==> config.mk <==
export PLATFORM = sky130hd
export DESIGN_NAME = axis_frame_packetizer
export DESIGN_NICKNAME = d
export VERILOG_FILES = /design/src/rtl/axis_pkt_pkg.sv /design/src/rtl/axis_sync_fifo.sv /design/src/rtl/axis_frame_packetizer.sv
export SDC_FILE = /design/constraint.sdc
export NUM_CORES = 1
export LEC_CHECK = 0
export CAP_MARGIN = 20
export CORE_AREA = 3 3 195 197
export DETAILED_ROUTE_END_ITERATION = 16
export DIE_AREA = 0 0 198 200
export GPL_ROUTABILITY_DRIVEN = 0
export PLACE_DENSITY_LB_ADDON = 0.05
export SYNTH_ARGS = -nofsm -noshare
export SYNTH_HDL_FRONTEND = slang
export SYNTH_SLANG_ARGS = --single-unit
==> constraint.sdc <==
create_clock -name ACLK -period 3.9 [get_ports ACLK]
set_input_delay 0.39 -clock ACLK [delete_from_list [all_inputs] [get_ports ACLK]]
set_output_delay 0.39 -clock ACLK [all_outputs]
set_load 0.005 [all_outputs]
==> src/rtl/axis_pkt_pkg.sv <==
// Shared constants and helpers for the LPC AXI-Stream frame packetizer.
package axis_pkt_pkg;

  localparam int LPC_FRAME_W = 81;
  localparam int DEF_PKT_LEN = 16;

  // Keeps counters and pointers at least one bit wide when the size is 1.
  function automatic int clog2_min1(input int n);
    int r;
    r = $clog2(n);
    return (r < 1) ? 1 : r;
  endfunction

endpackage

==> src/rtl/axis_sync_fifo.sv <==
// Synchronous FIFO with a registered head entry, registered not-full ready and level.
module axis_sync_fifo
  import axis_pkt_pkg::*;
#(
  parameter int WIDTH = LPC_FRAME_W + 1,
  parameter int DEPTH = 4
) (
  input  logic                          clk,
  input  logic                          rst_n,
  input  logic                          i_push,
  input  logic [WIDTH-1:0]              i_din,
  input  logic                          i_pop,
  output logic [WIDTH-1:0]              o_head,
  output logic                          o_ready,
  output logic                          o_empty,
  output logic [clog2_min1(DEPTH):0]    o_level
);

  localparam int AW = clog2_min1(DEPTH);
  localparam logic [AW:0] ONE = (AW+1)'(1);

  logic [WIDTH-1:0] r_mem [DEPTH];
  logic [AW:0]      r_wr;
  logic [AW:0]      r_rd;
  logic [WIDTH-1:0] r_head;
  logic             r_ready;

  logic             w_push;
  logic             w_pop;
  logic             w_empty;
  logic [AW:0]      w_level;
  logic [AW:0]      w_wr_nxt;
  logic [AW:0]      w_rd_nxt;
  logic             w_full_nxt;
  logic [WIDTH-1:0] w_head_nxt;

  assign w_empty    = (r_wr == r_rd);
  assign w_level    = r_wr - r_rd;
  assign w_push     = i_push & r_ready;
  assign w_pop      = i_pop & ~w_empty;
  assign w_wr_nxt   = w_push ? r_wr + ONE : r_wr;
  assign w_rd_nxt   = w_pop ? r_rd + ONE : r_rd;
  assign w_full_nxt = (w_wr_nxt[AW] != w_rd_nxt[AW]) &&
                      (w_wr_nxt[AW-1:0] == w_rd_nxt[AW-1:0]);

  // Head follows the entry behind it on a pop; the incoming frame becomes
  // head directly when it lands in an empty (or just-emptied) FIFO.
  always_comb begin
    w_head_nxt = r_head;
    if (w_pop) begin
      if (w_level > ONE)
        w_head_nxt = r_mem[w_rd_nxt[AW-1:0]];
      else if (w_push)
        w_head_nxt = i_din;
    end else if (w_empty && w_push) begin
      w_head_nxt = i_din;
    end
  end

  always_ff @(posedge clk) begin
    if (w_push)
      r_mem[r_wr[AW-1:0]] <= i_din;
  end

  always_ff @(posedge clk or negedge rst_n) begin
    if (!rst_n) begin
      r_wr    <= '0;
      r_rd    <= '0;
      r_head  <= '0;
      r_ready <= 1'b0;
    end else begin
      r_wr    <= w_wr_nxt;
      r_rd    <= w_rd_nxt;
      r_head  <= w_head_nxt;
      r_ready <= ~w_full_nxt;
    end
  end

  assign o_head  = r_head;
  assign o_ready = r_ready;
  assign o_empty = w_empty;
  assign o_level = w_level;

endmodule

==> src/rtl/axis_frame_packetizer.sv <==
// AXI4-Stream master for LPC encoder frames: buffers frames and generates TLAST
// every PKT_LEN beats or early on a producer end-of-stream flag.
module axis_frame_packetizer
  import axis_pkt_pkg::*;
#(
  parameter int DATA_W     = LPC_FRAME_W,
  parameter int FIFO_DEPTH = 4,
  parameter int PKT_LEN    = DEF_PKT_LEN,
  parameter int CNT_W      = 16
) (
  input  logic                          ACLK,
  input  logic                          ARESET_N,
  input  logic [DATA_W-1:0]             SAMPLE,
  input  logic                          VALID_SAMPLE,
  input  logic                          SAMPLE_LAST,
  output logic                          READY,
  output logic                          TVALID,
  input  logic                          TREADY,
  output logic [DATA_W-1:0]             TDATA,
  output logic                          TLAST,
  output logic [$clog2(FIFO_DEPTH):0]   FIFO_LEVEL,
  output logic [CNT_W-1:0]              PKT_COUNT
);

  localparam int BW = clog2_min1(PKT_LEN);
  localparam logic [BW-1:0] LAST_BEAT = BW'(PKT_LEN - 1);

  logic [DATA_W:0] w_head;
  logic            w_empty;
  logic            w_last;
  logic            w_pop;
  logic [BW-1:0]   r_beat;
  logic [CNT_W-1:0] r_pkt_count;

  axis_sync_fifo #(
    .WIDTH (DATA_W + 1),
    .DEPTH (FIFO_DEPTH)
  ) u_fifo (
    .clk     (ACLK),
    .rst_n   (ARESET_N),
    .i_push  (VALID_SAMPLE),
    .i_din   ({SAMPLE_LAST, SAMPLE}),
    .i_pop   (TREADY),
    .o_head  (w_head),
    .o_ready (READY),
    .o_empty (w_empty),
    .o_level (FIFO_LEVEL)
  );

  assign TVALID = ~w_empty;
  assign TDATA  = w_head[DATA_W-1:0];
  assign w_last = (r_beat == LAST_BEAT) | w_head[DATA_W];
  assign TLAST  = TVALID & w_last;
  assign w_pop  = TVALID & TREADY;

  // An early end-of-stream closes the packet exactly like a full-length one.
  always_ff @(posedge ACLK or negedge ARESET_N) begin
    if (!ARESET_N) begin
      r_beat      <= '0;
      r_pkt_count <= '0;
    end else if (w_pop) begin
      if (w_last) begin
        r_beat      <= '0;
        r_pkt_count <= r_pkt_count + CNT_W'(1);
      end else begin
        r_beat      <= r_beat + BW'(1);
      end
    end
  end

  assign PKT_COUNT = r_pkt_count;

endmodule

## Word level (Yosys, flattened, before mapping)

Memories as Yosys holds them, arrays and structs flattened.
Index checks and enable logic that the tools add are counted.

| operators by class | value |
|---|---|
| reduce and logical (&&, ||, !) cells | 5 |
| equality and inequality tests | 5 |
| mux-type cells | 9 |
| bitwise gates (word level) | 6 |
| $add $sub $neg | 5 |
| order comparisons | 1 |

Operators with widths:

| cell | count |
|---|---|
| $mux 82 | 4 |
| $add 16x1->16 const B | 1 |
| $add 3x1->3 const B | 2 |
| $mux 3 | 2 |
| $add 4x1->4 const B | 1 |
| $eq 4x4->1 const B | 1 |
| $mux 4 | 1 |
| $reduce_and 2->1 | 2 |
| $and 1x1->1 | 3 |
| $eq 3x3->1 | 1 |
| $gt 3x1->1 const B | 1 |
| $ne 3x2->1 const B | 1 |
| $sub 3x3->3 | 1 |
| $eq 2x2->1 | 1 |
| $logic_and 1x1->1 | 2 |
| $mux 1 | 2 |
| $not 1->1 | 2 |
| $reduce_bool 2->1 | 1 |
| $ne 1x1->1 | 1 |
| $or 1x1->1 | 1 |

| storage, ports and cells | value |
|---|---|
| memory bits (writable) | 328 |
| bits in registers | 109 |
| memories kept | 1 |
| output and inout port bits | 103 |

Memory list:

| memory | words | bits a word | read ports | clocked after memory_dff | write ports | line | source |
|---|---|---|---|---|---|---|---|
| u_fifo.r_mem | 4 | 82 | 1 | 0 | 1 | axis_sync_fifo.sv:22 | `logic [WIDTH-1:0] r_mem [DEPTH];` |

## Depth between registers and ports, before layout

Gate-level depths: netlist of run 1.

| logic depth | value |
|---|---|
| depth in word-level cells | 7 |
| gate-level depth with buffers | 10 |
| mapped depth without buffers | 8 |

## Modules after synthesis

A second synthesis of run 1 with hierarchy kept.

| second synthesis, totals | value |
|---|---|
| cell total of the unflattened synthesis | 1530 |
| area, all modules | 19323.5 sq um |

Modules (own cells, without submodules):

| module | times used | area each (sq um) | cells each | seq. area each (sq um) |
|---|---|---|---|---|
| axis_sync_fifo | 1 | 18363.9 | 1451 | 12076.6 |
| axis_frame_packetizer | 1 | 959.7 | 79 | 500.5 |

## Least setup slack after synthesis of run 1

Ideal clock, no wire load.

| path | value |
|---|---|
| path kind | register to register |
| start point | reg u_fifo.r_wr[1] |
| end point | mem u_fifo.r_mem[0][0] (netlist name) (enable) |
| setup time | 450 ps |
| arrival time | 2618 ps |
| stages on the path, launching flop included | 4 |
| clock period less this slack | 3068 ps |
| slack | 832 ps |
| buffers on the path | 0 |
| cells stage by stage | dfrtp_1 inv_1 ha_1 and3_1 |

RTL lines:

| item | line | source |
|---|---|---|
| from (decl) | axis_sync_fifo.sv:23 | `logic [AW:0] r_wr;` |
| from (signal assigned) | axis_sync_fifo.sv:72 | `r_wr <= w_wr_nxt;` |
| to (decl) | axis_sync_fifo.sv:22 |  |

No word-level cell before the write port.

## Worst setup path in the final report of run 1

| path | value |
|---|---|
| start point | reg u_fifo.r_rd[0] |
| end point | out TLAST |

| on the way | value |
|---|---|
| cells in the longest elaborated chain, start to end | 3 |

RTL lines:

| item | line | source |
|---|---|---|
| from (decl) | axis_sync_fifo.sv:24 | `logic [AW:0] r_rd;` |
| from (signal assigned) | axis_sync_fifo.sv:73 | `r_rd <= w_rd_nxt;` |
| $eq 3x3->1 | axis_sync_fifo.sv:37 | `assign w_empty = (r_wr == r_rd);` |
| $not 1->1 | axis_frame_packetizer.sv:50 | `assign TVALID = ~w_empty;` |
| $and 1x1->1 | axis_frame_packetizer.sv:53 | `assign TLAST = TVALID & w_last;` |
| to (decl) | axis_frame_packetizer.sv:20 | `output logic TLAST,` |

Every way passes these cells.

==> results of run 1 <==
==> area by class of cell <==
type	instances	area share, %
inverters	11	0.190
flip-flops and latches	437	54.5
clock inverters	7	0.379
diodes	1	0.0108
clock buffers	74	5.74
multi-input cells	1076	26.7
repair buffers	223	9.94
well taps	468	2.54
==> cell usage after synthesis <==
master | count | share of area (%)
nor2_1 | 412 | 7.8
edfxtp_1 | 328 | 50
o21ai_0 | 165 | 4.2
dfrtp_1 | 109 | 14
buf_4 | 97 | 3.7
nand2_1 | 97 | 1.8
nand3_1 | 89 | 2.2
a31oi_1 | 82 | 2.6
mux2_2 | 82 | 4.7
o211a_1 | 81 | 4.1
clkbuf_1 | 65 | 1.2
buf_2 | 31 | 0.78
xnor2_1 | 19 | 0.84
inv_1 | 11 | 0.21
ha_1 | 9 | 0.57
and3_1 | 5 | 0.16
nand2b_1 | 4 | 0.13
nand4_1 | 4 | 0.13
mux2i_1 | 3 | 0.15
xor2_1 | 3 | 0.13
a21oi_1 | 2 | 0.050
buf_1 | 2 | 0.038
buf_6 | 2 | 0.11
nor4_4 | 2 | 0.21
o21ai_1 | 2 | 0.050
a22oi_1 | 1 | 0.038
a2bb2oi_2 | 1 | 0.076
and4_1 | 1 | 0.044
fa_1 | 1 | 0.10
mux4_2 | 1 | 0.11
nand2_2 | 1 | 0.032
nor2b_1 | 1 | 0.032
o21a_1 | 1 | 0.038
o21ai_2 | 1 | 0.044
o221ai_1 | 1 | 0.044
o22ai_1 | 1 | 0.032
or3_1 | 1 | 0.032
or3b_2 | 1 | 0.044
xor2_2 | 1 | 0.082
xor3_1 | 1 | 0.12
==> state kept, by name, summed over array words and instances, names as in the netlist <==
register and cells:
u_fifo.r_wr 3, u_fifo.r_mem 328, u_fifo.o_head 82, u_fifo.r_rd 3
u_fifo.o_ready 1, r_beat 4, PKT_COUNT 16
==> through the flow <==
stage | cells | instance area (um^2)
floorplan | 1721 | 19900
global placement | 2214 | 21700
detailed placement | 2214 | 21700
CTS | 2296 | 23100
global route | 2297 | 23100
finish | 2297 | 23100
==> cell families after synthesis <==
group	synth area share, %
XOR/XNOR	1.17
flip-flops	63.3
AND/OR/NAND/NOR	12.7
AO/OA/AOI/OAI	11.2
buffers and inverters	6.04
multiplexers	4.91
adder cells (fa/ha/maj)	0.668
==> worst max-delay path by stage <==
stage	from	endpoint	slack [ns]	cells past startpoint
2_1_floorplan	u_fifo.r_wr[1]	u_fifo.r_mem[0][0]	0.83	3
3_3_place_gp	u_fifo.r_rd[0]	u_fifo.o_head[14]	0.98	8
3_5_place_dp	u_fifo.r_rd[0]	u_fifo.o_head[22]	0.89	8
4_1_cts	u_fifo.r_rd[0]	TLAST	0.72	5
5_1_grt	u_fifo.r_rd[0]	TLAST	0.58	5
6_report	u_fifo.r_rd[0]	TLAST	0.73	5
==> layout by cell type, fill, tap and decap left out, types with 3 or more instances in the layout <==
cell type and count:
nand4_1 4, clkinv_2 4, a31oi_1 82, nand3_1 89, o211a_1 81, clkbuf_1 20
clkbuf_16 45, nor2_1 412, dfrtp_1 108, xnor2_1 19, clkbuf_8 9, edfxtp_1 328
nand2b_4 3, mux2_2 82, clkdlybuf4s50_1 187, ha_1 9, and3_4 3, nand2_4 3
mux2i_1 3, xor2_1 3, nand2_1 95, buf_4 23, inv_1 10, buf_12 12
o21ai_0 165
==> metal layers <==
| metal | GRT usage [%] | routed length (um) | part of all wire, % |
|---|---|---|---|
| met1 | 35.5 | 22000 | 44 |
| met2 | 42.7 | 24500 | 49 |
| met3 | 3.79 | 3150 | 6.2 |
| met4 | 6.61 | 783 | 1.6 |
| met5 | 0 | 13 | 0.026 |
==> power breakdown <==
| group | switching, mW | internal (mW) | leakage (nW) |
|---|---|---|---|
| Combinational | 6.13 | 4.01 | 3.83 |
| Sequential | 0.619 | 6.30 | 4.26 |
| Clock | 1.70 | 2.44 | 0.687 |
| Total | 8.46 | 12.7 | 8.78 |
==> results.py, run 1 <==
metrics = {
    "outcome": {
        "status": "complete, no violations",
    },
    "clock_network": {
        "cts_hold_buf": 1,
        "clk_root_buffer_cell": "clkbuf_16",
        "clock_path_buffers": 3,
        "numCtsBuffers": 45,
        "postCtsSetupBuffers": 0,
        "clk_pin_slew_ns": 0.06,
        "cts_tree": "built",
        "cts_sinks": 437,
        "htreeDepth": 2,
        "insertion_delay_ns": 0.54,
        "cts_resized": 0,
    },
    "floorplan": {
        "start_util_pct": 54.5,
        "die_h_um": 200,
        "ioPinCount": 189,
        "chipWidth_um": 198,
        "fp.coreArea_mm2": 0.0364,
        "die_area_mm2": 0.0396,
        "core.rowCount": 70,
    },
    "routing": {
        "firstDrtPassIters": 7,
        "drt_wl_total_um": 50500,
        "wl_per_cell_um": 22.0,
        "num_vias": 13600,
        "postRouteAntennaNets": 0,
        "drcViolationCount": 0,
        "drtIter0Drc": 1055,
        "vias_per_cell": 5.91,
    },
    "final_layout": {
        "finalNetCount": 1890,
        "drive_above_1_share_pct": 10.8,
        "n_fill_cell": 2768,
        "final_core_util_pct": 63.4,
        "synthToLayoutAreaGrowth_pct": 16.3,
        "multiInputGateArea_mm2": 0.00618,
        "seq_area_mm2": 0.0126,
    },
    "worst_setup_path": {
        "end_kind": "primary output",
        "path_cells": "ha_1 > nand2_1 > nor2_1 > nor2_1 > clkdlybuf4s50_1",
        "r2r-end": "u_fifo.o_head[25]",
        "crit_type": "flop to primary output",
        "r2r_cells": 8,
        "crit_path_max_incr_delay_ns": 0.62,
        "crit_required_ns": 3.51,
        "crit_path_start_kind": "flop",
        "cp_max_fo": 20,
        "arrival_ns": 2.78,
        "rr_startpoint": "u_fifo.r_rd[0]",
        "timing.reg2reg.setup_slack_ns": 0.88,
        "critPathTopFamily": "simple AND/OR/NAND/NOR gates",
        "slowest_stage": "dfrtp_4",
        "critPathBufInv": 1,
        "cp_common_cell": "nor2_1",
    },
    "grt": {
        "grt_pass1_wl_um": 78300,
        "grt_max_degree": 82,
        "grt_use_total_pct": 25.5,
        "grt_pass1_vias": 13600,
        "grt_antenna_before_repair": 2,
        "grt-ovfl-total": 0,
    },
    "sta": {
        "final.period_utilization_pct": 81.2,
        "setup_viol": 0,
        "rsz0062_at_grt": "false",
        "setup_ws_ns": 0.735,
        "hold_viol": 0,
        "hold_slack_ns": 0.433,
        "fmax_mhz": 316,
        "tightest_slew_ns": 0.749,
        "finClkSkew_ns": 0.00995,
        "max-slew-margin-rel_pct": 49.9,
        "fin_setup_tns_ns": 0,
        "drv_slew": 0,
        "min_period_ns": 3.17,
    },
    "logic_synthesis": {
        "synth_cell_types": 40,
        "ys_ff_latch": 437,
        "avgSynthCellArea_um2": 11.5,
        "synthCells": 1721,
        "synth-warning-count": 0,
        "seq_area_frac_synth_pct": 63.3,
        "mappedNetlistArea_mm2": 0.0199,
        "syn_nets": 1817,
    },
    "placement": {
        "dp_slack_ns": 0.892,
        "hpwl_um": 27800,
        "port_buffers": 188,
    },
    "power": {
        "p_per_area_mw_per_mm2": 918,
        "p_total_mw": 21.2,
        "p_leak_nw": 8.78,
        "ir_drop_mv": 1.21,
    },
    "run": {
        "max_cap_viol_count": 0,
    },
    "hold_path": {
        "hp-class": "input port to asynchronous set/reset pin",
    },
}
Power figures use the tool's default switching activity.
==> inputs of run 2 (changes only) <==
==> constraint.sdc (replaced) <==
create_clock -name ACLK -period 3.3 [get_ports ACLK]
set_input_delay 0.33 -clock ACLK [delete_from_list [all_inputs] [get_ports ACLK]]
set_output_delay 0.33 -clock ACLK [all_outputs]
set_load 0.005 [all_outputs]
==> run 2 against run 1 <==
Against the previous run: sequential cell count did not move; largest power group unchanged; clock skew up 0.0058 ns; register-to-register slack worse by 0.35 ns; clock-buffer cell count rose by 1; total power grew 20%; first-iteration DRC count down 3.7%; wire length is 1.8% lower.
==> results.py, run 2 (synthesis results as in run 1) <==
metrics = {
    "outcome": {
        "status": "complete, no violations",
    },
    "placement": {
        "port_buffers": 188,
        "hpwl_um": 27600,
        "dp_slack_ns": 0.557,
        "dpl_cell_area_mm2": 0.0217,
    },
    "clock_network": {
        "clock_path_buffers": 3,
        "cts_resized": 0,
        "cts_hold_buf": 1,
        "cts_tree": "built",
        "numCtsBuffers": 47,
        "clk_pin_slew_ns": 0.06,
        "postCtsSetupBuffers": 0,
        "htreeDepth": 2,
        "insertion_delay_ns": 0.57,
        "clk_root_buffer_cell": "clkbuf_16",
        "cts_sinks": 437,
    },
    "sta": {
        "tightest_slew_ns": 0.806,
        "min_period_ns": 3.07,
        "setup_ws_ns": 0.233,
        "fmax_mhz": 326,
        "drv_slew": 0,
        "max-slew-margin-rel_pct": 46.3,
        "hold_viol": 0,
        "finClkSkew_ns": 0.0158,
        "setup_viol": 0,
        "final.period_utilization_pct": 92.9,
        "fin_setup_tns_ns": 0,
        "hold_slack_ns": 0.395,
        "rsz0062_at_grt": "false",
    },
    "power": {
        "swShare_pct": 39.4,
        "ir_drop_mv": 1.10,
        "power_frac_seq_pct": 32.0,
        "p_clk_share_pct": 20.3,
        "p_total_mw": 25.4,
        "p_per_area_mw_per_mm2": 1090,
        "p_int_mw": 15.4,
        "combinationalPowerShare_pct": 47.7,
        "p_sw_mw": 10.0,
        "p_leak_nw": 8.85,
    },
    "floorplan": {
        "die_area_mm2": 0.0396,
        "core.rowCount": 70,
        "die_h_um": 200,
        "start_util_pct": 54.5,
        "chipWidth_um": 198,
        "ioPinCount": 189,
        "fp.coreArea_mm2": 0.0364,
    },
    "worst_setup_path": {
        "path_cells": "inv_1 > ha_1 > nand2_1 > nor2_1 > nor2_1 > clkdlybuf4s50_1",
        "crit_path_max_incr_delay_ns": 0.55,
        "arrival_ns": 2.74,
        "cp_common_cell": "nor2_1",
        "crit_required_ns": 2.97,
        "cp_max_fo": 6,
        "end_kind": "primary output",
        "r2r_cells": 8,
        "slowest_stage": "clkdlybuf4s50_1",
        "crit_path_start_kind": "flop",
        "crit_type": "flop to primary output",
    },
    "routing": {
        "firstDrtPassIters": 5,
        "num_vias": 13600,
        "drcViolationCount": 0,
        "drtIter0Drc": 1016,
        "vias_per_cell": 5.90,
        "postRouteAntennaNets": 0,
        "drt_wl_total_um": 49600,
        "wl_per_cell_um": 21.5,
    },
    "grt": {
        "met1_usage_pct": 33.9,
        "grt-ovfl-total": 0,
        "use_met3_pct": 3.29,
        "grt_antenna_before_repair": 0,
        "grt_max_degree": 111,
        "top_usage_layer": "met2",
        "grt_pass1_vias": 13700,
        "grt_use_total_pct": 25.0,
        "grt_use_met2_pct": 42.6,
        "grt_pass1_wl_um": 76800,
    },
    "run": {
        "max_cap_viol_count": 0,
    },
    "final_layout": {
        "finalNetCount": 1894,
        "final_cell_area_mm2": 0.0232,
        "final_common_cell": "nor2_1",
        "largest_register_ff_count": 328,
        "mostFrequentLayoutCells": "nor2_1, edfxtp_1, clkdlybuf4s50_1",
        "drive_above_1_share_pct": 11.0,
        "synthToLayoutAreaGrowth_pct": 17.0,
        "diodes": 0,
    },
    "hold_path": {
        "hp-class": "input port to asynchronous set/reset pin",
    },
}
-- run 2: worst paths after layout --
| check | startpoint | to | slack [ns] |
|---|---|---|---|
| worst max-delay path | u_fifo.r_rd[1] | TLAST | 0.23 |
| worst min-delay path | ARESET_N | u_fifo.o_head[23] | 0.39 |
| worst max register to register | u_fifo.r_rd[0] | u_fifo.o_head[76] | 0.53 |
| worst min register to register | PKT_COUNT[15] | PKT_COUNT[15] | 0.48 |
| max in group asynchronous | ARESET_N | u_fifo.o_head[65] | 2.05 |
| min in group ACLK | SAMPLE[20] | u_fifo.r_mem[3][20] | 0.43 |
-- run 2: power groups by stage --
stage | Combinational [mW] | Sequential, mW | Clock, mW
floorplan | 8.36 | 8.03 | 0
finish | 12.1 | 8.12 | 5.14
CTS | 12.2 | 8.12 | 5.23
detailed placement | 12.1 | 8.21 | 0
global route | 13.3 | 8.26 | 5.47
global placement | 11.9 | 8.17 | 0
-- run 2: through the flow --
stage / utilization [%] / cells
after floorplan: - / 1721
after global placement: 59.6 / 2216
after detailed placement: 59.6 / 2216
after CTS: 63.8 / 2303
after global routing: 63.8 / 2303
final: 63.8 / 2303
-- run 2: critical path: cells and delay by family, from the launching register on --
family / cells / cell delay, ns
fa+ha+maj: 1 / 0.29
buf+inv: 2 / 0.63
flops: 1 / 0.54
simple gates: 3 / 0.69
-- run 2: area by class of cell --
cell class,count,area [um^2]
Fill cell,2789,13200
Sequential cell,437,12600
Multi-Input combinational cell,1076,6180
Timing Repair Buffer,225,2350
Clock buffer,75,1370
Tap cell,468,586
Clock inverter,11,136
Inverter,11,43.8
-- run 2: routing by layer --
metal,part of all wire [%],vias to the layer above,routed length [um]
met5,0,-,0
met4,1.9,0,947
met3,6.7,78,3330
met2,49,520,24200
met1,43,6751,21200
li1,-,6233,-
